`src/rtl/shift_cmd_fifo_if.sv`:
```
// Command-queue bus between a producer/consumer and shift_cmd_fifo.
// Carries the push/pop requests, the queued {data, shift} pair and the status flags.
interface shift_cmd_fifo_if #(
    parameter int CW = 3
);
    logic          Wr_En;
    logic [7:0]    Din_I;
    logic [2:0]    Din_Shift;
    logic          Rd_En;
    logic          Clr_Err;
    logic [7:0]    I;
    logic [2:0]    Shift;
    logic          Valid;
    logic          Full;
    logic          Empty;
    logic [CW-1:0] Count;
    logic          Overflow;
    logic          Underflow;

    modport master (
        output Wr_En, Din_I, Din_Shift, Rd_En, Clr_Err,
        input  I, Shift, Valid, Full, Empty, Count, Overflow, Underflow
    );

    modport slave (
        input  Wr_En, Din_I, Din_Shift, Rd_En, Clr_Err,
        output I, Shift, Valid, Full, Empty, Count, Overflow, Underflow
    );
endinterface

```
`src/rtl/shift_cmd_fifo.sv`:
```
// Command buffer ahead of the 8-bit left shifter: queues {data, shift}
// pairs and presents one popped pair per read on registered I/Shift outputs.
// Sticky Overflow/Underflow flags record rejected pushes/pops.
module shift_cmd_fifo #(
    parameter int DEPTH = 4,
    parameter int CW    = 3
) (
    input logic             clk,
    input logic             rst,
    shift_cmd_fifo_if.slave bus
);
    localparam int AW = (DEPTH > 1) ? $clog2(DEPTH) : 1;

    logic [10:0]   r_mem [DEPTH];
    logic [AW-1:0] r_wr_ptr;
    logic [AW-1:0] r_rd_ptr;
    logic [CW-1:0] r_count;
    logic [7:0]    r_i;
    logic [2:0]    r_shift;
    logic          r_valid;
    logic          r_overflow;
    logic          r_underflow;

    logic          w_full;
    logic          w_empty;
    logic          w_push;
    logic          w_pop;

    // Status decoded from the registered count only; push at full is allowed when a pop frees the slot.
    always_comb begin
        w_full  = (r_count == CW'(DEPTH));
        w_empty = (r_count == '0);
        w_pop   = bus.Rd_En && !w_empty;
        w_push  = bus.Wr_En && (!w_full || bus.Rd_En);
    end

    // Storage array: not reset, stale entries are unreachable once the pointers clear.
    always_ff @(posedge clk) begin
        if (w_push) begin
            r_mem[r_wr_ptr] <= {bus.Din_I, bus.Din_Shift};
        end
    end

    // Pointers, occupancy and the registered output pair.
    always_ff @(posedge clk or posedge rst) begin
        if (rst) begin
            r_wr_ptr <= '0;
            r_rd_ptr <= '0;
            r_count  <= '0;
            r_i      <= '0;
            r_shift  <= '0;
            r_valid  <= 1'b0;
        end else begin
            r_valid <= w_pop;
            if (w_push) begin
                r_wr_ptr <= r_wr_ptr + 1'b1;
            end
            if (w_pop) begin
                r_rd_ptr <= r_rd_ptr + 1'b1;
                {r_i, r_shift} <= r_mem[r_rd_ptr];
            end
            if (w_push && !w_pop) begin
                r_count <= r_count + 1'b1;
            end else if (w_pop && !w_push) begin
                r_count <= r_count - 1'b1;
            end
        end
    end

    // Sticky error flags; a same-cycle Clr_Err wins over a new error.
    always_ff @(posedge clk or posedge rst) begin
        if (rst) begin
            r_overflow  <= 1'b0;
            r_underflow <= 1'b0;
        end else if (bus.Clr_Err) begin
            r_overflow  <= 1'b0;
            r_underflow <= 1'b0;
        end else begin
            if (bus.Wr_En && w_full && !bus.Rd_En) begin
                r_overflow <= 1'b1;
            end
            if (bus.Rd_En && w_empty) begin
                r_underflow <= 1'b1;
            end
        end
    end

    assign bus.I         = r_i;
    assign bus.Shift     = r_shift;
    assign bus.Valid     = r_valid;
    assign bus.Full      = w_full;
    assign bus.Empty     = w_empty;
    assign bus.Count     = r_count;
    assign bus.Overflow  = r_overflow;
    assign bus.Underflow = r_underflow;
endmodule
```
`src/flat_wrapper.sv`:
```
// flat-port wrapper written by rule: the top's interface ports become plain ports
module shift_cmd_fifo_flat 
#(
    parameter int DEPTH = 4,
    parameter int CW    = 3
)
  (clk, rst, bus_Wr_En, bus_Din_I, bus_Din_Shift, bus_Rd_En, bus_Clr_Err, bus_I, bus_Shift, bus_Valid, bus_Full, bus_Empty, bus_Count, bus_Overflow, bus_Underflow);
  shift_cmd_fifo_if #(.CW(CW)) bus_i ();
  input logic clk;
  input logic rst;
  input wire logic [$bits(bus_i.Wr_En)-1:0] bus_Wr_En;
  input wire logic [$bits(bus_i.Din_I)-1:0] bus_Din_I;
  input wire logic [$bits(bus_i.Din_Shift)-1:0] bus_Din_Shift;
  input wire logic [$bits(bus_i.Rd_En)-1:0] bus_Rd_En;
  input wire logic [$bits(bus_i.Clr_Err)-1:0] bus_Clr_Err;
  output wire logic [$bits(bus_i.I)-1:0] bus_I;
  output wire logic [$bits(bus_i.Shift)-1:0] bus_Shift;
  output wire logic [$bits(bus_i.Valid)-1:0] bus_Valid;
  output wire logic [$bits(bus_i.Full)-1:0] bus_Full;
  output wire logic [$bits(bus_i.Empty)-1:0] bus_Empty;
  output wire logic [$bits(bus_i.Count)-1:0] bus_Count;
  output wire logic [$bits(bus_i.Overflow)-1:0] bus_Overflow;
  output wire logic [$bits(bus_i.Underflow)-1:0] bus_Underflow;
  assign bus_i.Wr_En = bus_Wr_En;
  assign bus_i.Din_I = bus_Din_I;
  assign bus_i.Din_Shift = bus_Din_Shift;
  assign bus_i.Rd_En = bus_Rd_En;
  assign bus_i.Clr_Err = bus_Clr_Err;
  assign bus_I = bus_i.I;
  assign bus_Shift = bus_i.Shift;
  assign bus_Valid = bus_i.Valid;
  assign bus_Full = bus_i.Full;
  assign bus_Empty = bus_i.Empty;
  assign bus_Count = bus_i.Count;
  assign bus_Overflow = bus_i.Overflow;
  assign bus_Underflow = bus_i.Underflow;
  shift_cmd_fifo #(.DEPTH(DEPTH), .CW(CW)) u_core (.clk(clk), .rst(rst), .bus(bus_i));
endmodule
```
`config.mk`:
```
export PLATFORM = sky130hd
export DESIGN_NAME = shift_cmd_fifo_flat
export DESIGN_NICKNAME = d
export VERILOG_FILES = /design/src/rtl/shift_cmd_fifo_if.sv /design/src/rtl/shift_cmd_fifo.sv /design/src/flat_wrapper.sv
export SDC_FILE = /design/constraint.sdc
export NUM_CORES = 1
export LEC_CHECK = 0
export CAP_MARGIN = 20
export CORE_ASPECT_RATIO = 1.1
export CORE_UTILIZATION = 53
export DETAILED_ROUTE_END_ITERATION = 7
export PLACE_DENSITY = 0.78
export SLEW_MARGIN = 20
export SYNTH_ARGS = -nofsm -noshare
export SYNTH_HDL_FRONTEND = slang
export SYNTH_SLANG_ARGS = --single-unit
```
`constraint.sdc`:
```
create_clock -name clk -period 2.5 [get_ports clk]
set_input_delay 0.375 -clock clk [delete_from_list [all_inputs] [get_ports clk]]
set_output_delay 0.375 -clock clk [all_outputs]
set_load 0.005 [all_outputs]
```
# Yosys cells after proc, flatten, opt, wreduce, memory -nomap -nowiden
# Memories as Yosys holds them, arrays and structs flattened. A register that Yosys moved wholly into a read port is not among the register bits.
# Cells that the tools add are included.
dict set report op_classes {
  n_addsub 4
  n_eq_ne 1
  muxes 8
  n_reduce_logical 17
}
# op n
set ops {}
lappend ops {{$logic_and 1x1->1} 7}
lappend ops {{$mux 1} 6}
lappend ops {{$mux 3} 2}
lappend ops {{$reduce_bool 2->1} 3}
lappend ops {{$logic_not 1->1} 5}
lappend ops {{$add 2x1->2 const B} 2}
lappend ops {{$add 3x1->3 const B} 1}
lappend ops {{$eq 3x3->1 const B} 1}
lappend ops {{$logic_not 3->1} 1}
lappend ops {{$sub 3x1->3 const B} 1}
lappend ops {{$logic_or 1x1->1} 1}
dict set report word_totals {
  regBits 10
  ram_bits 44
  in_bits 16
  output_inout_bits 19
  elab_cells 37
  n_memories 1
}
# name depth width read_ports rd_clocked_by_memory_dff write_ports line
set memory_table {}
lappend memory_table {u_core.r_mem 4 11 1 1 1 shift_cmd_fifo.sv:14} ;# logic [10:0] r_mem [DEPTH];

# Logic depth before layout (Yosys ltp)
# Gate-level depths: netlist (run 1).
dict set report depth {
  word_depth 8
  depth_mapped 9
  ltp_nobuf 8
}

# Least setup slack after synthesis (run 1)
# No wires, ideal clock.
dict set report synth_path {
  path_type {register to register}
  startpoint {register u_core.r_count[0] (netlist: u_core.bus.Count[0])}
  endpoint {register u_core.r_count[2] (netlist: u_core.bus.Count[2])}
  setup_ns 0.079
  arrival_ns 2.048
  required_time_ns 2.421
  slack_ns 0.373
  path_stages_with_launch 9
  path_buffers 1
  synth_period_minus_slack_ns 2.127
  cell_sequence {dfrtp_1 -> o31ai_4 -> buf_2 -> ha_1 -> inv_1 -> fa_1 -> xor2_1 -> nor2_1 -> xor2_1}
}
dict set report synth_between {
  elab_chain_len 7
  word_cells_on_any_way 16
  cone_classes {add/sub: 2; eq/ne: 1; mux: 2; reduce/logical: 11}
}
# element line
set synth_lines {}
lappend synth_lines {{from (decl)} shift_cmd_fifo.sv:17} ;# logic [CW-1:0] r_count;
lappend synth_lines {{from (signal assigned)} shift_cmd_fifo.sv:63} ;# r_count <= r_count + 1'b1;
lappend synth_lines {{from (signal assigned)} shift_cmd_fifo.sv:65} ;# r_count <= r_count - 1'b1;
lappend synth_lines {{parallel branches: the longest is 7 deep, another holds $sub 3x1->3} n/a}
# Parallel ways; which one is timed is not known. The select of a mux whose other input is x is not followed.
# A chain may end at the register's enable or synchronous reset.

# Worst setup path in the final report (run 1)
dict set report layout_path {
  startpoint {register u_core.r_count[0] (netlist: u_core.bus.Count[0])}
  endpoint {output bus_Empty}
}
dict set report layout_between {
  elab_chain_len 1
}
# element line
set layout_lines {}
lappend layout_lines {{$logic_not 3->1} shift_cmd_fifo.sv:32} ;# w_empty = (r_count == '0);
lappend layout_lines {{to (decl)} flat_wrapper.sv:20} ;# output wire logic [$bits(bus_i.Empty)-1:0] bus_Empty;
# Every way passes these cells.

==> flow_summary.html, run 1 <==
<table>
<tr><th>Metric</th><th>Value</th></tr>
<tr><th colspan="2">Run status</th></tr>
<tr><td>Status</td><td>complete, no violations</td></tr>
<tr><th colspan="2">Clocking</th></tr>
<tr><td>Hold buffer count at cts</td><td>0</td></tr>
<tr><td>CTS Root Buffer Type</td><td>sky130_fd_sc_hd__clkbuf_8</td></tr>
<tr><td>Post-CTS resize count</td><td>0</td></tr>
<tr><td>Number of clock buffers inserted by TritonCTS</td><td>9</td></tr>
<tr><td>Worst-path clk slew</td><td>0.07 ns</td></tr>
<tr><td>Later-pin clock latency in the skew report</td><td>0.33 ns</td></tr>
<tr><td>Buffers from clock root to sink, at most</td><td>2</td></tr>
<tr><td>Post-CTS Setup Repair Bufs</td><td>0</td></tr>
<tr><td>Sinks on the clock net</td><td>65</td></tr>
<tr><td>Depth of the CTS H-tree</td><td>3</td></tr>
<tr><td>Clock tree from TritonCTS</td><td>done</td></tr>
<tr><th colspan="2">Yosys</th></tr>
<tr><td>Number of enable flip-flop cells after synthesis</td><td>44</td></tr>
<tr><td>Largest cells by area after synthesis</td><td>sky130_fd_sc_hd__edfxtp_1, sky130_fd_sc_hd__dfrtp_1, sky130_fd_sc_hd__mux4_2, sky130_fd_sc_hd__nand2_1, sky130_fd_sc_hd__ha_1</td></tr>
<tr><td>Most frequently used flop master after synthesis</td><td>sky130_fd_sc_hd__edfxtp_1</td></tr>
<tr><td>Number of cells produced by synthesis</td><td>148</td></tr>
<tr><td>Synth Cell Area</td><td>2550 µm²</td></tr>
<tr><td>Syn_area_per_cell</td><td>17.2 µm²</td></tr>
<tr><td>Ys async rst share</td><td>0.323</td></tr>
<tr><td>Flip-flop and latch count after synthesis</td><td>65</td></tr>
<tr><td>Yosys warns</td><td>0</td></tr>
<tr><td>Cell taking the most area after synthesis</td><td>sky130_fd_sc_hd__edfxtp_1</td></tr>
<tr><td>Most used standard cells in the synthesized netlist</td><td>sky130_fd_sc_hd__edfxtp_1, sky130_fd_sc_hd__nand2_1, sky130_fd_sc_hd__dfrtp_1</td></tr>
<tr><td>Post-synth cell types</td><td>22</td></tr>
<tr><td>Dominant cell by count in the synthesized netlist</td><td>sky130_fd_sc_hd__edfxtp_1</td></tr>
<tr><td>Net count after synthesis</td><td>170</td></tr>
<tr><td>Post-synth top area share</td><td>0.519</td></tr>
<tr><td>Sequential element share of the synthesized area</td><td>0.725</td></tr>
<tr><th colspan="2">Critical path</th></tr>
<tr><td>Depth of the most critical reg-to-reg path</td><td>6</td></tr>
<tr><td>Critical path start-end classification</td><td>flop to output port</td></tr>
<tr><td>Worst reg-to-reg setup slack</td><td>0.46 ns</td></tr>
<tr><td>Reg-to-reg critical path startpoint</td><td>u_core.bus.Count[0]</td></tr>
<tr><td>Data arrival time of the critical path</td><td>1.68 ns</td></tr>
<tr><td>Worst R2R End</td><td>u_core.bus.Count[1]</td></tr>
<tr><td>Largest fanout on the critical path</td><td>7</td></tr>
<tr><td>Critical path launch point type</td><td>flop</td></tr>
<tr><td>Nature of the critical path endpoint</td><td>output port</td></tr>
<tr><td>Required time reported for the critical path endpoint</td><td>2.12 ns</td></tr>
<tr><th colspan="2">Min path</th></tr>
<tr><td>End point of the most critical hold path</td><td>u_core.bus.I[3]</td></tr>
<tr><td>Worst Min Path Start</td><td>u_core.bus.I[3]</td></tr>
<tr><td>Type of the most critical hold path</td><td>flop to flop</td></tr>
<tr><td>Hold-critical path depth</td><td>2</td></tr>
<tr><th colspan="2">Routing</th></tr>
<tr><td>Routed WL per cell</td><td>16.5 µm</td></tr>
<tr><td>Via count</td><td>1345</td></tr>
<tr><td>Met2 routed WL</td><td>2.26 mm</td></tr>
<tr><td>Number of routed nets with antenna violations</td><td>0</td></tr>
<tr><td>Iter 0 DRT Violations</td><td>58</td></tr>
<tr><td>Uppermost layer routed</td><td>met4</td></tr>
<tr><td>Total Routed Length</td><td>4.23 mm</td></tr>
<tr><td>Pre-antenna DRT Iters</td><td>4</td></tr>
<tr><td>Metal3 WL</td><td>193 µm</td></tr>
<tr><td>Via density per instance</td><td>5.25</td></tr>
<tr><td>Met1 Wirelength</td><td>1.67 mm</td></tr>
<tr><td># DRC</td><td>0</td></tr>
<tr><th colspan="2">STA</th></tr>
<tr><td>Final setup violating endpoints</td><td>0</td></tr>
<tr><td>Fraction of the cycle the final worst path needs</td><td>0.823</td></tr>
<tr><td>Worst clock skew</td><td>0.00551 ns</td></tr>
<tr><td>Max Clock Freq</td><td>486 MHz</td></tr>
<tr><td>Final setup margin</td><td>0.443 ns</td></tr>
<tr><td>Relative slew margins</td><td>0.439</td></tr>
<tr><td>Final Hold Vio Count</td><td>0</td></tr>
<tr><td>Transition time at the pin with the least slew margin</td><td>0.841 ns</td></tr>
<tr><td>Final critical path time including I/O delays and setup</td><td>2.06 ns</td></tr>
<tr><td>Max-slew violation count</td><td>0</td></tr>
<tr><td>Tightest hold margin</td><td>0.479 ns</td></tr>
<tr><td>Setup repair after global routing missed its margin</td><td>no</td></tr>
<tr><td>Total negative slack for setup checks</td><td>0 ns</td></tr>
<tr><th colspan="2">Floorplanning</th></tr>
<tr><td>Initial Utilization</td><td>0.551</td></tr>
<tr><td>Die area</td><td>5090 µm²</td></tr>
<tr><td>Width of the chip</td><td>68.1 µm</td></tr>
<tr><td>Core region area</td><td>4620 µm²</td></tr>
<tr><td>Placement row count</td><td>26</td></tr>
<tr><td>Boundary pin count</td><td>35</td></tr>
<tr><td>Floorplan die height</td><td>74.7 µm</td></tr>
<tr><th colspan="2">Global routing</th></tr>
<tr><td>Via count of the first global-routing pass</td><td>1413</td></tr>
<tr><td>All-layer global routing usage</td><td>0.200</td></tr>
<tr><td>Wire length of the first global-routing pass</td><td>6.67 mm</td></tr>
<tr><td>Number of antenna violations at the first check in global routing</td><td>0</td></tr>
<tr><td>Remaining global-route overflow</td><td>0</td></tr>
<tr><td>Largest net degree at the start of global routing</td><td>22</td></tr>
<tr><th colspan="2">Placed design</th></tr>
<tr><td>Final HPWL from detailed placement</td><td>2.83 mm</td></tr>
<tr><td>Worst slack at placement</td><td>0.126 ns</td></tr>
<tr><td>Final GP Congestion</td><td>0.780</td></tr>
<tr><td>Total of buffers placed on input and output ports</td><td>34</td></tr>
<tr><th colspan="2">Pwr</th></tr>
<tr><td>Peak supply drop</td><td>0.581 mV</td></tr>
<tr><td>Leakage power</td><td>1.22 nW</td></tr>
<tr><td>Power density over cell area</td><td>1130 nW/µm²</td></tr>
<tr><th colspan="2">Layout</th></tr>
<tr><td>Fin nets</td><td>218</td></tr>
<tr><td>Area growth from synthesis to layout</td><td>23.9%</td></tr>
<tr><td>Antenna cells</td><td>0</td></tr>
<tr><td>Final standard cell utilization of the core</td><td>0.683</td></tr>
<tr><td>Share of final-layout standard cells stronger than drive strength 1</td><td>0.180</td></tr>
<tr><th colspan="2">Job</th></tr>
<tr><td>Max Cap Violations</td><td>0</td></tr>
</table>
[stage by stage]
stage / total power, mW / std cells / area, µm²
after floorplan: 2.32 / 148 / 2550
after detailed placement: 2.83 / 241 / 2980
final: 3.55 / 256 / 3150
after global routing: 3.78 / 256 / 3150
after CTS: 3.60 / 256 / 3150
after global placement: 2.76 / 241 / 2980
[power by group]
part | internal, mW | leakage (nW) | switching [mW] | total, mW
sequential | 1.47 | 0.659 | 0.235 | 1.70
combinational | 0.654 | 0.474 | 0.434 | 1.09
clock | 0.403 | 0.0859 | 0.362 | 0.765
[flip-flops by register name (all words and copies together), names as in the netlist]
register	cells
u_core.bus.Count	3
u_core.bus.I	8
u_core.bus.Overflow	1
u_core.bus.Shift	3
u_core.bus.Underflow	1
u_core.bus.Valid	1
u_core.r_mem	44
u_core.r_rd_ptr	2
u_core.r_wr_ptr	2
[worst max-delay path, cell delays in order, from the launching register on]
cell and delay (ns):
sky130_fd_sc_hd__dfrtp_1 0.52, sky130_fd_sc_hd__nor3_1 0.29, sky130_fd_sc_hd__clkdlybuf4s50_1 0.54
[layout by cell type, fill, tap and decap left out, types with 2 or more instances in the layout]
cell | synthesis | routed
sky130_fd_sc_hd__clkdlybuf4s50_1 | 0 | 34
sky130_fd_sc_hd__inv_1 | 5 | 5
sky130_fd_sc_hd__xor2_1 | 2 | 2
sky130_fd_sc_hd__buf_4 | 1 | 8
sky130_fd_sc_hd__nand2_1 | 34 | 34
sky130_fd_sc_hd__a21oi_1 | 2 | 2
sky130_fd_sc_hd__nor2_1 | 3 | 3
sky130_fd_sc_hd__edfxtp_1 | 44 | 44
sky130_fd_sc_hd__dfrtp_1 | 21 | 21
sky130_fd_sc_hd__ha_1 | 5 | 5
sky130_fd_sc_hd__and2_1 | 4 | 4
sky130_fd_sc_hd__xnor2_1 | 4 | 4
sky130_fd_sc_hd__clkbuf_8 | 0 | 11
sky130_fd_sc_hd__mux4_2 | 11 | 11
[layout make-up]
type	count	area (µm²)
Clock buffer	12	155
Tap cell	56	70.1
Fill cell	317	1470
Clock inverter	3	16.3
Inverter	5	18.8
Sequential cell	65	1850
Multi-Input combinational cell	73	647
Timing Repair Buffer	42	400
[worst max-delay path by stage]
stage / startpoint / endpoint / slack, ns / cells after the start
global route: u_core.bus.Count[0] / u_core.bus.Count[2] / 0.35 / 8
global placement: bus_Rd_En / u_core.bus.Count[2] / 0.22 / 9
detailed placement: bus_Rd_En / u_core.bus.Count[2] / 0.13 / 9
finish: u_core.bus.Count[0] / bus_Empty / 0.44 / 2
CTS: u_core.bus.Count[0] / bus_Empty / 0.42 / 2
floorplan: u_core.bus.Count[0] / u_core.bus.Count[2] / 0.37 / 8
[cell families after synthesis]
family                     Yosys count  synth area share
DFF                                 65             0.725
adders and majority gates            6            0.0324
muxes                               13             0.108
buffers and inverters               10            0.0206
xor gates and xnor gates             6            0.0206
AOI/OAI and AO/OA                    3            0.0123
and+or+nand+nor                     45            0.0811
[metal layers]
metal,global-route usage,up-vias
met1,0.232,676
met2,0.328,34
li1,-,623
met3,0.0682,12
met4,0.109,0
met5,0,-
(Power assumes the default switching activity.)
==> inputs of run 2 (changes only) <==
clock period = 2 ns   (was 2.5 ns; I/O delays follow)
==> run 2 against run 1 <==
Sequential power up 24%; critical path depth unchanged; global-route usage fell by 0.41 points; total power is 32% higher; core utilization is 1.4 points higher; clock skew rose by 0.0028 ns; sequential share of layout area down 1.0 points; die area is the same; flip-flop and latch count is the same; register-to-register slack lost 0.34 ns; count of clock-buffer cells in the layout is 1 lower; non-clock buffer count up 2.
==> flow_summary.html, run 2 (same netlist as run 1, synthesis figures left out) <==
<table>
<tr><th>Metric</th><th>Value</th></tr>
<tr><th colspan="2">Layout</th></tr>
<tr><td>Sequential Area</td><td>1850 µm² (+0.20%)</td></tr>
<tr><td>Number of flip-flops in the largest register</td><td>44 (unchanged)</td></tr>
<tr><td>Multi-input combinational cell area</td><td>652 µm² (+0.77%)</td></tr>
<tr><td>Fin nets</td><td>220 (+0.92%)</td></tr>
<tr><td>Number of standard cells in the final layout excluding fillers</td><td>259 (+1.2%)</td></tr>
<tr><td>Area growth from synthesis to layout</td><td>26.4%</td></tr>
<tr><td>Most frequent standard cell in the layout excluding fill and tap cells</td><td>sky130_fd_sc_hd__edfxtp_1</td></tr>
<tr><td>Commonest cells after routing, fill and taps aside</td><td>sky130_fd_sc_hd__edfxtp_1, sky130_fd_sc_hd__nand2_1, sky130_fd_sc_hd__clkdlybuf4s50_1, sky130_fd_sc_hd__dfrtp_1, sky130_fd_sc_hd__mux4_2</td></tr>
<tr><td>Register bank with the most flops</td><td>u_core.r_mem</td></tr>
<tr><td>Share of final-layout standard cells stronger than drive strength 1</td><td>0.212 (+0.0318)</td></tr>
<tr><td>Antenna cells</td><td>0 (unchanged)</td></tr>
<tr><td>Fillcell total</td><td>320 (+0.95%)</td></tr>
<tr><th colspan="2">Clocking</th></tr>
<tr><td>Hold buffer count at cts</td><td>0 (unchanged)</td></tr>
<tr><td>Clock tree from TritonCTS</td><td>done</td></tr>
<tr><td>Depth of the CTS H-tree</td><td>3 (unchanged)</td></tr>
<tr><td>Sinks on the clock net</td><td>65 (unchanged)</td></tr>
<tr><td>CTS Root Buffer Type</td><td>sky130_fd_sc_hd__clkbuf_8</td></tr>
<tr><td>Number of clock buffers inserted by TritonCTS</td><td>9 (unchanged)</td></tr>
<tr><td>Worst-path clk slew</td><td>0.07 ns (about the same)</td></tr>
<tr><td>Buffers from clock root to sink, at most</td><td>2 (unchanged)</td></tr>
<tr><td>Later-pin clock latency in the skew report</td><td>0.33 ns (about the same)</td></tr>
<tr><th colspan="2">Placed design</th></tr>
<tr><td>Worst slack at placement</td><td>-0.172 ns (-0.298 ns)</td></tr>
<tr><td>Total of buffers placed on input and output ports</td><td>34 (unchanged)</td></tr>
<tr><td>Final HPWL from detailed placement</td><td>2.97 mm (+5.0%)</td></tr>
<tr><td>Cell total after placement</td><td>242 (+0.41%)</td></tr>
<tr><td>Final GP Congestion</td><td>0.670 (-14%)</td></tr>
<tr><th colspan="2">Critical path</th></tr>
<tr><td>Nature of the critical path endpoint</td><td>output port</td></tr>
<tr><td>Worst reg-to-reg setup slack</td><td>0.12 ns (-0.34 ns)</td></tr>
<tr><td>Required time reported for the critical path endpoint</td><td>1.70 ns (-0.42 ns)</td></tr>
<tr><td>Largest fanout on the critical path</td><td>6 (-1)</td></tr>
<tr><td>Critical path launch point type</td><td>flop</td></tr>
<tr><td>Critical path start-end classification</td><td>flop to output port</td></tr>
<tr><td>Data arrival time of the critical path</td><td>1.61 ns (-0.07 ns)</td></tr>
<tr><th colspan="2">Global routing</th></tr>
<tr><td>Largest net degree at the start of global routing</td><td>22 (unchanged)</td></tr>
<tr><td>Remaining global-route overflow</td><td>0 (unchanged)</td></tr>
<tr><td>Via count of the first global-routing pass</td><td>1434 (+1.5%)</td></tr>
<tr><td>Wire length of the first global-routing pass</td><td>6.65 mm (-0.21%)</td></tr>
<tr><td>All-layer global routing usage</td><td>0.196 (-0.00413)</td></tr>
<tr><td>Number of antenna violations at the first check in global routing</td><td>0 (unchanged)</td></tr>
<tr><th colspan="2">Floorplanning</th></tr>
<tr><td>Initial Utilization</td><td>0.551 (unchanged)</td></tr>
<tr><td>Die area</td><td>5090 µm² (unchanged)</td></tr>
<tr><td>Core region area</td><td>4620 µm² (unchanged)</td></tr>
<tr><td>Width of the chip</td><td>68.1 µm (unchanged)</td></tr>
<tr><td>Boundary pin count</td><td>35 (unchanged)</td></tr>
<tr><td>Floorplan die height</td><td>74.7 µm (unchanged)</td></tr>
<tr><td>Placement row count</td><td>26 (unchanged)</td></tr>
<tr><th colspan="2">STA</th></tr>
<tr><td>Transition time at the pin with the least slew margin</td><td>0.600 ns (-0.242 ns)</td></tr>
<tr><td>Final setup margin</td><td>0.0937 ns (-0.350 ns)</td></tr>
<tr><td>Max-slew violation count</td><td>0 (unchanged)</td></tr>
<tr><td>Relative slew margins</td><td>0.600 (+0.162)</td></tr>
<tr><td>Tightest hold margin</td><td>0.314 ns (-0.164 ns)</td></tr>
<tr><td>Setup repair after global routing missed its margin</td><td>no</td></tr>
<tr><td>Max Clock Freq</td><td>525 MHz</td></tr>
<tr><td>Fraction of the cycle the final worst path needs</td><td>0.953</td></tr>
<tr><td>Final setup violating endpoints</td><td>0 (unchanged)</td></tr>
<tr><td>Worst clock skew</td><td>0.00834 ns (+0.00282 ns)</td></tr>
<tr><td>Final Hold Vio Count</td><td>0 (unchanged)</td></tr>
<tr><td>Final critical path time including I/O delays and setup</td><td>1.91 ns</td></tr>
<tr><th colspan="2">Routing</th></tr>
<tr><td>Total Routed Length</td><td>4.26 mm (+0.61%)</td></tr>
<tr><td>Via density per instance</td><td>5.23 (-0.50%)</td></tr>
<tr><td># DRC</td><td>0 (unchanged)</td></tr>
<tr><td>Via count</td><td>1354 (+0.67%)</td></tr>
<tr><td>Number of routed nets with antenna violations</td><td>0 (unchanged)</td></tr>
<tr><td>Uppermost layer routed</td><td>met4</td></tr>
<tr><td>Routed WL per cell</td><td>16.4 µm (-0.55%)</td></tr>
<tr><td>Pre-antenna DRT Iters</td><td>4 (unchanged)</td></tr>
<tr><td>Met1 Wirelength</td><td>1.67 mm (+0.18%)</td></tr>
<tr><td>Metal3 WL</td><td>246 µm (+27%)</td></tr>
<tr><td>Iter 0 DRT Violations</td><td>60 (+3.4%)</td></tr>
<tr><td>Met2 routed WL</td><td>2.29 mm (+1.5%)</td></tr>
<tr><th colspan="2">Pwr</th></tr>
<tr><td>Reported net switching power</td><td>1.31 mW (+27%)</td></tr>
<tr><td>Reg power frac</td><td>0.449 (-0.030)</td></tr>
<tr><td>Clock power share</td><td>0.249 (+0.034)</td></tr>
<tr><td>Combinational group share of total power</td><td>0.302 (-0.004)</td></tr>
<tr><td>Leakage power</td><td>1.24 nW (+1.6%)</td></tr>
<tr><td>Peak supply drop</td><td>0.750 mV (+29%)</td></tr>
<tr><td>Power density over cell area</td><td>1450 nW/µm² (+29%)</td></tr>
<tr><td>Int Power</td><td>3.37 mW (+34%)</td></tr>
<tr><td>Switching part of the total power</td><td>0.280 (-0.0104)</td></tr>
<tr><td>Total power consumption of the routed design</td><td>4.68 mW (+32%)</td></tr>
<tr><th colspan="2">Job</th></tr>
<tr><td>Max Cap Violations</td><td>0 (unchanged)</td></tr>
<tr><th colspan="2">Min path</th></tr>
<tr><td>Type of the most critical hold path</td><td>input port to asynchronous set/reset pin</td></tr>
<tr><th colspan="2">Run status</th></tr>
<tr><td>Status</td><td>complete, no violations</td></tr>
</table>
run 2: cell count changes in the layout (fill, tap and decap cells not counted), sizes merged:
cell / delta
clkbuf: -1
bufinv: +2
buf: +2
run 2: routing by layer:
| metal | global-route usage | vias to the layer above |
|---|---|---|
| li1 | - | 632 |
| met1 | 0.225 | 667 |
| met2 | 0.325 | 51 |
| met3 | 0.0591 | 4 |
| met4 | 0.113 | 0 |
| met5 | 0 | - |
run 2: power by group through the flow:
stage	registers (mW)	logic (mW)	clock network, mW
final	2.10	1.41	1.17
after floorplan	2.07	0.831	0
after global placement	2.10	1.37	0
after detailed placement	2.13	1.41	0
after CTS	2.11	1.42	1.19
after global routing	2.15	1.58	1.24
run 2: metrics by stage:
stage | setup TNS [ns] | util | cell area (µm²)
floorplan | -0.0221 | - | 2550
global placement | -3.59 | 0.648 | 2990
detailed placement | -6.46 | 0.648 | 2990
CTS | 0 | 0.694 | 3200
global route | 0 | 0.697 | 3220
finish | 0 | 0.697 | 3220
run 2: final timing paths:
kind / start / to / cells after the start
setup / recovery: u_core.bus.Count[0] / bus_Empty / 2
hold / removal: rst / u_core.bus.Valid / 3
setup reg to reg: u_core.bus.Count[1] / u_core.bus.Count[1] / 6
hold reg to reg: u_core.bus.Shift[2] / u_core.bus.Shift[2] / 2
max in group asynchronous: rst / u_core.bus.Count[1] / 3
min in group clk: u_core.bus.Shift[2] / u_core.bus.Shift[2] / 2
run 2: area by class of cell:
type                            instances  share of cell area
Timing Repair Buffer                   44               0.129
Sequential cell                        65               0.575
Tap cell                               56              0.0218
Clock buffer                           11              0.0408
Multi-Input combinational cell         73               0.203
Inverter                                5             0.00583
Clock inverter                          5              0.0249
run 2: timing repair:
item	4_1_cts	5_1_grt
gates resized for setup	0	3
endpoints found under the setup margin	0	4
setup buffers	0	1
run 2: critical path, stage by stage (launching register included):
cell	delay, ns
sky130_fd_sc_hd__dfrtp_2	0.47
sky130_fd_sc_hd__nor3_1	0.26
sky130_fd_sc_hd__clkdlybuf4s50_1	0.54
==> inputs of run 3 (changes only) <==
GPL_TIMING_DRIVEN = 0   (was unset)
==> run 3 against run 2 <==
Setup slack lost 0.0088 ns; maximum frequency down 0.46%; count of clock-buffer cells in the layout increased by 4; routed wire length is 6.6% higher; total power increased by 3.5%; clock skew about the same; critical path depth up 4; critical endpoint is now u_core.bus.Count[1].
==> flow_summary.html, run 3 (same netlist as run 1, synthesis figures left out) <==
<table>
<tr><th>Metric</th><th>Value</th></tr>
<tr><th colspan="2">Critical path</th></tr>
<tr><td>Depth of the most critical reg-to-reg path</td><td>6 (unchanged)</td></tr>
<tr><td>Reg-to-reg critical path startpoint</td><td>u_core.bus.Count[0]</td></tr>
<tr><td>Required time reported for the critical path endpoint</td><td>2.22 ns (+0.52 ns)</td></tr>
<tr><td>Worst reg-to-reg setup slack</td><td>0.08 ns (-0.04 ns)</td></tr>
<tr><td>Largest fanout on the critical path</td><td>4 (-2)</td></tr>
<tr><td>Critical path launch point type</td><td>flop</td></tr>
<tr><td>Nature of the critical path endpoint</td><td>flop</td></tr>
<tr><td>Worst R2R End</td><td>u_core.bus.Count[1]</td></tr>
<tr><td>Critical path start-end classification</td><td>flop to flop</td></tr>
<tr><td>Data arrival time of the critical path</td><td>2.14 ns (+0.53 ns)</td></tr>
<tr><td>Launch point of the critical path</td><td>u_core.bus.Count[0]</td></tr>
<tr><th colspan="2">Floorplanning</th></tr>
<tr><td>Die area</td><td>5090 µm² (unchanged)</td></tr>
<tr><td>Placement row count</td><td>26 (unchanged)</td></tr>
<tr><td>Core region area</td><td>4620 µm² (unchanged)</td></tr>
<tr><td>Initial Utilization</td><td>0.551 (unchanged)</td></tr>
<tr><td>Width of the chip</td><td>68.1 µm (unchanged)</td></tr>
<tr><td>Boundary pin count</td><td>35 (unchanged)</td></tr>
<tr><td>Floorplan die height</td><td>74.7 µm (unchanged)</td></tr>
<tr><th colspan="2">Pwr</th></tr>
<tr><td>Power density over cell area</td><td>1480 nW/µm² (+1.9%)</td></tr>
<tr><td>Leakage power</td><td>1.29 nW (+4.0%)</td></tr>
<tr><td>Peak supply drop</td><td>0.755 mV (+0.66%)</td></tr>
<tr><th colspan="2">Layout</th></tr>
<tr><td>Number of flip-flops in the largest register</td><td>44 (unchanged)</td></tr>
<tr><td>Antenna cells</td><td>0 (unchanged)</td></tr>
<tr><td>Fillcell total</td><td>287 (-10%)</td></tr>
<tr><td>Sequential Area</td><td>1850 µm² (unchanged)</td></tr>
<tr><td>Final standard cell utilization of the core</td><td>0.707 (+0.0106)</td></tr>
<tr><td>Fin nets</td><td>223 (+1.4%)</td></tr>
<tr><td>Share of final-layout standard cells stronger than drive strength 1</td><td>0.238 (+0.0260)</td></tr>
<tr><td>Most frequent standard cell in the layout excluding fill and tap cells</td><td>sky130_fd_sc_hd__edfxtp_1</td></tr>
<tr><td>Area growth from synthesis to layout</td><td>28.3%</td></tr>
<tr><td>Register bank with the most flops</td><td>u_core.r_mem</td></tr>
<tr><td>Commonest cells after routing, fill and taps aside</td><td>sky130_fd_sc_hd__edfxtp_1, sky130_fd_sc_hd__nand2_1, sky130_fd_sc_hd__clkdlybuf4s50_1, sky130_fd_sc_hd__dfrtp_1</td></tr>
<tr><td>Multi-input combinational cell area</td><td>673 µm² (+3.3%)</td></tr>
<tr><th colspan="2">Clocking</th></tr>
<tr><td>Depth of the CTS H-tree</td><td>3 (unchanged)</td></tr>
<tr><td>Sinks on the clock net</td><td>65 (unchanged)</td></tr>
<tr><td>CTS Root Buffer Type</td><td>sky130_fd_sc_hd__clkbuf_8</td></tr>
<tr><td>Buffers from clock root to sink, at most</td><td>2 (unchanged)</td></tr>
<tr><td>Clock tree from TritonCTS</td><td>done</td></tr>
<tr><td>Later-pin clock latency in the skew report</td><td>0.34 ns (about the same)</td></tr>
<tr><td>Worst-path clk slew</td><td>0.07 ns (about the same)</td></tr>
<tr><td>Hold buffer count at cts</td><td>0 (unchanged)</td></tr>
<tr><td>Number of clock buffers inserted by TritonCTS</td><td>9 (unchanged)</td></tr>
<tr><th colspan="2">Global routing</th></tr>
<tr><td>Wire length of the first global-routing pass</td><td>7.00 mm (+5.2%)</td></tr>
<tr><td>Via count of the first global-routing pass</td><td>1457 (+1.6%)</td></tr>
<tr><td>Largest net degree at the start of global routing</td><td>22 (unchanged)</td></tr>
<tr><td>All-layer global routing usage</td><td>0.206 (+0.0102)</td></tr>
<tr><td>Remaining global-route overflow</td><td>0 (unchanged)</td></tr>
<tr><td>Number of antenna violations at the first check in global routing</td><td>0 (unchanged)</td></tr>
<tr><th colspan="2">Routing</th></tr>
<tr><td>Routed WL per cell</td><td>17.3 µm (+5.4%)</td></tr>
<tr><td>Pre-antenna DRT Iters</td><td>6 (+2)</td></tr>
<tr><td># DRC</td><td>0 (unchanged)</td></tr>
<tr><td>Via density per instance</td><td>5.39 (+3.2%)</td></tr>
<tr><td>Iter 0 DRT Violations</td><td>59 (-1.7%)</td></tr>
<tr><td>Via count</td><td>1413 (+4.4%)</td></tr>
<tr><td>Total Routed Length</td><td>4.54 mm (+6.6%)</td></tr>
<tr><td>Number of routed nets with antenna violations</td><td>0 (unchanged)</td></tr>
<tr><th colspan="2">STA</th></tr>
<tr><td>Fraction of the cycle the final worst path needs</td><td>0.958 (+0.00438)</td></tr>
<tr><td>Total negative slack for setup checks</td><td>0 ns (unchanged)</td></tr>
<tr><td>Transition time at the pin with the least slew margin</td><td>0.807 ns (+0.207 ns)</td></tr>
<tr><td>Tightest hold margin</td><td>0.422 ns (+0.108 ns)</td></tr>
<tr><td>Final critical path time including I/O delays and setup</td><td>1.92 ns (+0.00875 ns)</td></tr>
<tr><td>Max Clock Freq</td><td>522 MHz (-0.46%)</td></tr>
<tr><td>Final setup margin</td><td>0.0850 ns (-0.00875 ns)</td></tr>
<tr><td>Max-slew violation count</td><td>0 (unchanged)</td></tr>
<tr><td>Worst clock skew</td><td>0.00871 ns (+0.000372 ns)</td></tr>
<tr><td>Setup repair after global routing missed its margin</td><td>no</td></tr>
<tr><td>Final Hold Vio Count</td><td>0 (unchanged)</td></tr>
<tr><td>Relative slew margins</td><td>0.461 (-0.139)</td></tr>
<tr><td>Final setup violating endpoints</td><td>0 (unchanged)</td></tr>
<tr><th colspan="2">Placed design</th></tr>
<tr><td>Total of buffers placed on input and output ports</td><td>34 (unchanged)</td></tr>
<tr><td>Final GP Congestion</td><td>0.678 (+1.2%)</td></tr>
<tr><td>Final HPWL from detailed placement</td><td>2.87 mm (-3.3%)</td></tr>
<tr><td>Worst slack at placement</td><td>-0.412 ns (-0.240 ns)</td></tr>
<tr><th colspan="2">Min path</th></tr>
<tr><td>Type of the most critical hold path</td><td>input port to asynchronous set/reset pin</td></tr>
<tr><th colspan="2">Job</th></tr>
<tr><td>Max Cap Violations</td><td>0 (unchanged)</td></tr>
<tr><th colspan="2">Run status</th></tr>
<tr><td>Status</td><td>complete, no violations</td></tr>
</table>
## run 3: changes by cell type in the layout (fill, tap and decap cells not counted), moves of 2 or more
cell	delta
sky130_fd_sc_hd__dlygate4sd2_1	+2
sky130_fd_sc_hd__clkdlybuf4s50_1	-3
sky130_fd_sc_hd__clkbuf_8	+2
sky130_fd_sc_hd__buf_2	+2
## run 3: layout make-up
type	instances	area share
multi-input cells	73	0.206
inverters	5	0.00574
well taps	56	0.0214
repair buffers	43	0.125
clock inverters	1	0.00919
clock buffers	15	0.0574
flip-flops and latches	65	0.566
plain buffers	4	0.00881
## run 3: worst max path at each step
stage / endpoint / slack [ns] / depth (start not counted)
2_1_floorplan: u_core.bus.Count[2] / -0.02 / 8
3_3_place_gp: u_core.bus.Count[1] / -0.34 / 8
3_5_place_dp: u_core.bus.Count[1] / -0.41 / 8
4_1_cts: bus_Full / 0.01 / 3
5_1_grt: u_core.r_mem[0][2] / 0.01 / 4
6_report: u_core.bus.Count[1] / 0.08 / 6
## run 3: repair_timing
action / in CTS / in global routing
setup endpoints to repair: 2 / 3
resized for setup: 8 / 4
buffers inserted: 8 / 1
pin swaps: 3 / 3
endpoints found under the hold margin: 0 / 0
## run 3: metal layers
| metal | vias up | GRT usage | part of all wire |
|---|---|---|---|
| met5 | - | 0 | 0 |
| li1 | 642 | - | - |
| met1 | 720 | 0.244 | 0.43 |
| met2 | 43 | 0.339 | 0.50 |
| met4 | 0 | 0.125 | 0.022 |
| met3 | 8 | 0.0530 | 0.043 |
## run 3: report_power, final
part	internal (mW)	switching [mW]
registers	1.84	0.214
clock network	0.722	0.469
logic	0.904	0.693
total	3.47	1.38
## run 3: through the flow
stage          cell area [µm²]  total power [mW]  cells
2_1_floorplan             2550              2.90    148
3_3_place_gp              2960              3.44    238
3_5_place_dp              2960              3.53    238
4_1_cts                   3260              4.84    262
5_1_grt                   3270              5.10    262
6_report                  3270              4.84    262
## run 3: worst max-delay path, cell delays in order (launching register included)
cell	delay, ns
sky130_fd_sc_hd__dfrtp_2	0.45
sky130_fd_sc_hd__nor4b_4	0.31
sky130_fd_sc_hd__nor2b_2	0.10
sky130_fd_sc_hd__ha_4	0.18
sky130_fd_sc_hd__inv_2	0.05
sky130_fd_sc_hd__fa_2	0.43
sky130_fd_sc_hd__mux2_4	0.27
==> RTL edit 1, RTL diff (config.mk and constraints of run 2) <==
`DEPTH` is set to 4 in 2 places; all go to 8.
--- a/src/rtl/shift_cmd_fifo.sv
+++ b/src/rtl/shift_cmd_fifo.sv
@@ -2,7 +2,7 @@
 // pairs and presents one popped pair per read on registered I/Shift outputs.
 // Sticky Overflow/Underflow flags record rejected pushes/pops.
 module shift_cmd_fifo #(
-    parameter int DEPTH = 4,
+    parameter int DEPTH = 8,
     parameter int CW    = 3
 ) (
     input logic             clk,
--- a/src/flat_wrapper.sv
+++ b/src/flat_wrapper.sv
@@ -1,7 +1,7 @@
 // flat-port wrapper written by rule: the top's interface ports become plain ports
 module shift_cmd_fifo_flat 
 #(
-    parameter int DEPTH = 4,
+    parameter int DEPTH = 8,
     parameter int CW    = 3
 )
   (clk, rst, bus_Wr_En, bus_Din_I, bus_Din_Shift, bus_Rd_En, bus_Clr_Err, bus_I, bus_Shift, bus_Valid, bus_Full, bus_Empty, bus_Count, bus_Overflow, bus_Underflow);
Formal check against the unedited RTL: not equivalent (Yosys sat finds a counterexample within 4 cycles, from zero or initial values and one cycle with rst high).
==> RTL edit 1 against run 2 <==
- power grew 55%
- fmax fell by 2.8%
- via count up 77%
- cell area up 66%
- area after synthesis rose by 75%
- sequential cell count is 46 higher
- setup slack lost 0.056 ns
- clock skew is 0.0054 ns higher
- combinational power increased by 85%
- critical path depth grew 5
- routed wire length is 98% higher
- critical path type is now input port to register
- largest cell class unchanged
==> RTL edit 1: results (changes against run 2) <==
* Static leakage at 0.00197 uW (was 0.00124 uW)
* Largest register FFs at 88 (was 44)
* Maximum fanout along the worst path at 3 (was 6)
* Number of synthesized flops with an enable pin at 88 (was 44)
* Grt met3 use at 3.55% (was 5.91%)
* Status: finished, final reports clean (unchanged)
* Later-pin clock latency in the skew report at 0.35 ns (was 0.33 ns)
* Reg clk slew, reported paths at 0.09 ns (was 0.07 ns)
* Share of cells above drive strength 1 at 23.1% (was 21.2%)
* GRT Overall Usage at 21.7% (was 19.6%)
* Post-synthesis sequential area ratio at 72.3% (was 72.5%)
* Setup Skew at 0.0138 ns (was 0.00834 ns)
* Met2 Usage GRT at 36.4% (was 32.5%)
* Htree depth at 3 (unchanged)
* Via count at 2402 (was 1354)
* WL/cell at 19.3 um (was 16.4 um)
* Vias in the first global route at 2552 (was 1434)
* Global routing met1 resource utilization at 27.6% (was 22.5%)
* List of most frequent post-synthesis cells: 88 x edfxtp_1, 24 x nand2_1, 23 x dfrtp_1, 22 x mux2i_1, 12 x mux2_2 (was 44 x edfxtp_1, 34 x nand2_1, 21 x dfrtp_1, 11 x mux4_2)
* Max IR drop VDD at 0.641 mV (was 0.750 mV)
* Top cells by area, synth: edfxtp_1 59%, dfrtp_1 13%, mux2i_1 4.9% (was edfxtp_1 52%, dfrtp_1 21%, mux4_2 9.7%)
* Nets at 344 (was 220)
* Fillcell total at 560 (was 320)
* FFs w/ async S/R, synth at 20.7% (was 32.3%)
* Worst Path Arrival at 2.21 ns (was 1.61 ns)
* Met3 wire length at 357 um (was 246 um)
* Reg-to-reg setup timing slack at 0.04 ns (was 0.12 ns)
* First-pass GRT wire length at 13.2 mm (was 6.65 mm)
* Synthesized Nets at 282 (was 170)
* Largest net degree at the start of global routing at 47 (was 22)
* Worst Tran Pin Value at 1.01 ns (was 0.600 ns)
* Routability congestion estimate at 0.749 (was 0.670)
* PD cells at 1360 mW/mm^2 (was 1450 mW/mm^2)
* Placed cell areas at 0.00508 sq mm (was 0.00299 sq mm)
[RTL edit 1: area by class of cell]
cell class                 instances  area share [%]
clock inverter                     3            1.29
tap                              108            2.54
sequential                       111            60.5
timing repair buffer              63            11.0
inverter                           5           0.352
multi-input combinational        134            21.6
clock buffer                      13            2.79
[RTL edit 1: kinds of logic after synthesis]
| kind of cell | after synthesis | share of synthesized area, % |
|---|---|---|
| compound gates | 37 | 7.56 |
| xor+xnor | 6 | 1.18 |
| fa+ha+maj | 4 | 1.29 |
| buf+inv | 17 | 2.90 |
| flops | 111 | 72.3 |
| mux | 45 | 10.8 |
| simple gates | 42 | 3.97 |
[RTL edit 1: through the flow]
step	setup TNS, ns	hold slack (ns)	instances	power, uW
floorplan	-0.0427	0.302	262	4910
global placement	-4.41	0.460	419	5740
detailed placement	-7.22	0.479	419	5870
CTS	0	0.300	435	7300
global route	-0.00922	0.340	437	7640
finish	0	0.304	437	7250
[RTL edit 1: worst max path at each step]
stage / start / slack (ns) / to / cells past startpoint
after floorplan: u_core.bus.Count[2] / -0.03 / u_core.bus.Count[2] / 8
after global placement: bus_Rd_En / -0.29 / u_core.bus.Count[1] / 7
after detailed placement: bus_Rd_En / -0.33 / u_core.bus.Count[1] / 7
after CTS: u_core.bus.Count[1] / 0.04 / u_core.bus.Count[1] / 6
after global routing: u_core.bus.Count[1] / -0.009 / u_core.bus.Count[2] / 8
final: bus_Rd_En / 0.04 / u_core.bus.Count[1] / 7
[RTL edit 1: timing repair]
item,in CTS,in global routing
setup buffers,0,2
cloned,0,0
pin swaps,0,3
endpoints found under the setup margin,2,2
resized for setup,4,1
[RTL edit 1: power breakdown]
part / internal (uW) / total [uW] / switching (uW)
sequential: 2980 / 3210 / 231
combinational: 1290 / 2610 / 1320
clock: 745 / 1430 / 682
==> RTL edit 2, RTL diff (config.mk and constraints of run 2) <==
Without the edit above. Reset style: synchronous (`rst`), changed in 2 clocked blocks.
--- a/src/rtl/shift_cmd_fifo.sv
+++ b/src/rtl/shift_cmd_fifo.sv
@@ -42,7 +42,7 @@
     end
 
     // Pointers, occupancy and the registered output pair.
-    always_ff @(posedge clk or posedge rst) begin
+    always_ff @(posedge clk) begin
         if (rst) begin
             r_wr_ptr <= '0;
             r_rd_ptr <= '0;
@@ -68,7 +68,7 @@
     end
 
     // Sticky error flags; a same-cycle Clr_Err wins over a new error.
-    always_ff @(posedge clk or posedge rst) begin
+    always_ff @(posedge clk) begin
         if (rst) begin
             r_overflow  <= 1'b0;
             r_underflow <= 1'b0;
Behaviour: differs if rst is asserted again (counterexample within 4 cycles, from zero or initial values and one cycle with rst high); with rst held inactive, the same outputs for 10 cycles.
==> RTL edit 2 against run 2 <==
- utilization increased by 2.0 points
- clock power decreased by 20%
- hold slack improved by 0.17 ns
- sequential cell count unchanged
- count of clock-buffer cells in the layout increased by 1
- clock skew increased by 0.00074 ns
- setup slack got worse by 0.073 ns
- routed wire length increased by 4.1%
- combinational power decreased by 19%
- power decreased by 18%
- final cell count decreased by 4.2%
- area after synthesis decreased by 2.6%
- cell area decreased by 2.4%
- critical path type is now register to register
==> RTL edit 2: results (changes against run 2) <==
* Compound-cell area share of the yosys netlist at 5.90% (was 1.23%)
* Largest net degree at the start of global routing at 13 (was 22)
* Number of synthesized flops with an enable pin at 44 (unchanged)
* Netlist cell types at 27 (was 22)
* I/O Buffers at 34 (unchanged)
* FFs w/ async S/R, synth at 0% (was 32.3%)
* Post-synthesis xor/xnor area fraction at 1.41% (was 2.06%)
* Synthesized Nets at 158 (was 170)
* Initial DRC Count at 90 (was 60)
* DRT Pass-1 Iters at 4 (unchanged)
* Worst Tran Pin Value at 0.633 ns (was 0.600 ns)
* Status: finished, final reports clean (unchanged)
* CP max stage cell: fa_1 (was clkdlybuf4s50_1)
* Top cells by area, synth: edfxtp_1 53%, dfxtp_1 17%, mux4_2 9.1% (was edfxtp_1 52%, dfrtp_1 21%, mux4_2 9.7%)
* Share of cells above drive strength 1 at 24.2% (was 21.2%)
* Inserted Clock Buffers at 9 (unchanged)
* Placed cell areas at 0.00294 sq mm (was 0.00299 sq mm)
* GRT Overall Usage at 20.6% (was 19.6%)
* Largest register FFs at 44 (unchanged)
* Adder-Cell Fraction of Synth Area at 3.33% (was 3.24%)
* Hpwl dp at 2.88 mm (was 2.97 mm)
* Root Driver: clkbuf_8 (unchanged)
* Reg clk slew, reported paths at 0.07 ns (about the same)
* Via count at 1360 (was 1354)
* Mux cell area share after synthesis at 11.6% (was 10.8%)
* List of most frequent post-synthesis cells: 44 x edfxtp_1, 21 x dfxtp_1, 11 x a22o_1, 10 x mux4_2, 7 x nor2_1 (was 44 x edfxtp_1, 34 x nand2_1, 21 x dfrtp_1, 11 x mux4_2)
* Htree depth at 3 (unchanged)
* Max incr delay on CP at 0.37 ns (was 0.54 ns)
* Largest Register: u_core.r_mem (unchanged)
* Worst Path Arrival at 2.24 ns (was 1.61 ns)
* Static leakage at 0.00112 uW (was 0.00124 uW)
* Maximum fanout along the worst path at 4 (was 6)
* Antenna Diode Count at 0 (unchanged)
* Post-synthesis sequential area ratio at 70.2% (was 72.5%)
* Place WS at -0.398 ns (was -0.172 ns)
* Later-pin clock latency in the skew report at 0.33 ns (about the same)
* WL/cell at 17.9 um (was 16.4 um)
* Nets at 211 (was 220)
* Min-delay worst type: register to register (was input port to async pin)
* Ys Warns at 0 (unchanged)
* Routability congestion estimate at 0.733 (was 0.670)
* Initial antenna violation count at 0 (unchanged)
* Clock Path Buffers at 2 (unchanged)
* First-pass GRT wire length at 6.84 mm (was 6.65 mm)
* Worst path top cell family by delay: adder cells (was buffers and inverters)
* Setup Skew at 0.00908 ns (was 0.00834 ns)
* Max IR drop VDD at 0.753 mV (was 0.750 mV)
* Vias in the first global route at 1455 (was 1434)
[RTL edit 2: cell types whose count changed after synthesis, moves of 4 or more]
cell,before,now
xnor2_1,4,0
a22o_1,0,11
dfrtp_1,21,0
nand2_1,34,0
dfxtp_1,0,21
nor2_1,3,7
[RTL edit 2: report_power, final]
group	switching (uW)	total [uW]	internal, uW
clock network	456	931	475
registers	138	1780	1640
logic	455	1140	688
total	1050	3850	2800
[RTL edit 2: layout make-up]
type,instances,area (sq um)
Inverter,3,11.3
Timing Repair Buffer,48,457
Tap cell,54,67.6
Clock buffer,12,145
Sequential cell,65,1750
Multi-Input combinational cell,62,691
Clock inverter,4,20.0
Fill cell,273,1240
[RTL edit 2: through the flow]
step	cells	TNS, ns	hold slack, ns
after floorplan	136	0	0.377
after global placement	229	-4.86	0.461
after detailed placement	229	-7.40	0.460
after CTS	248	0	0.483
after global routing	248	-0.0599	0.502
final	248	0	0.484
[RTL edit 2: cell families (layout without fill, tap and decap cells)]
logic type | after synthesis | in the layout
muxes | 14 | 14
AOI/OAI and AO/OA | 17 | 17
adders and majority gates | 6 | 6
DFF | 65 | 65
and+or+nand+nor | 21 | 21
buffers and inverters | 9 | 67
xor gates and xnor gates | 4 | 4
[RTL edit 2: timing repair]
item | CTS | global route
buffers inserted | 3 | 0
endpoints found under the setup margin | 2 | 2
hold endpoints to repair | 0 | 0
resized for setup | 4 | 2
[RTL edit 2: per-layer routing]
metal  up-vias  part of all wire, %  GRT usage (%)
li1        632                    -              -
met1       689                   40           22.5
met2        34                   54           34.8
met3         5                  4.4           7.45
met4         0                  1.3           10.4
met5         -                    0              0
[RTL edit 2: worst paths after layout]
check | startpoint | to | slack, ns | cells past startpoint
setup / recovery | u_core.bus.Count[2] | u_core.bus.Count[2] | 0.02 | 7
hold / removal | u_core.bus.Shift[0] | u_core.bus.Shift[0] | 0.48 | 1
setup reg to reg | u_core.bus.Count[2] | u_core.bus.Count[2] | 0.02 | 7
hold reg to reg | u_core.bus.Shift[0] | u_core.bus.Shift[0] | 0.48 | 1
[RTL edit 2: worst reg2reg max path: cells and delay by family, from the launching register on]
kind                       cells  cell delay [ns]
AOI/OAI and AO/OA              2             0.42
xor gates and xnor gates       1             0.17
adders and majority gates      2             0.59
buffers and inverters          1             0.05
DFF                            1             0.35
and+or+nand+nor                1             0.34
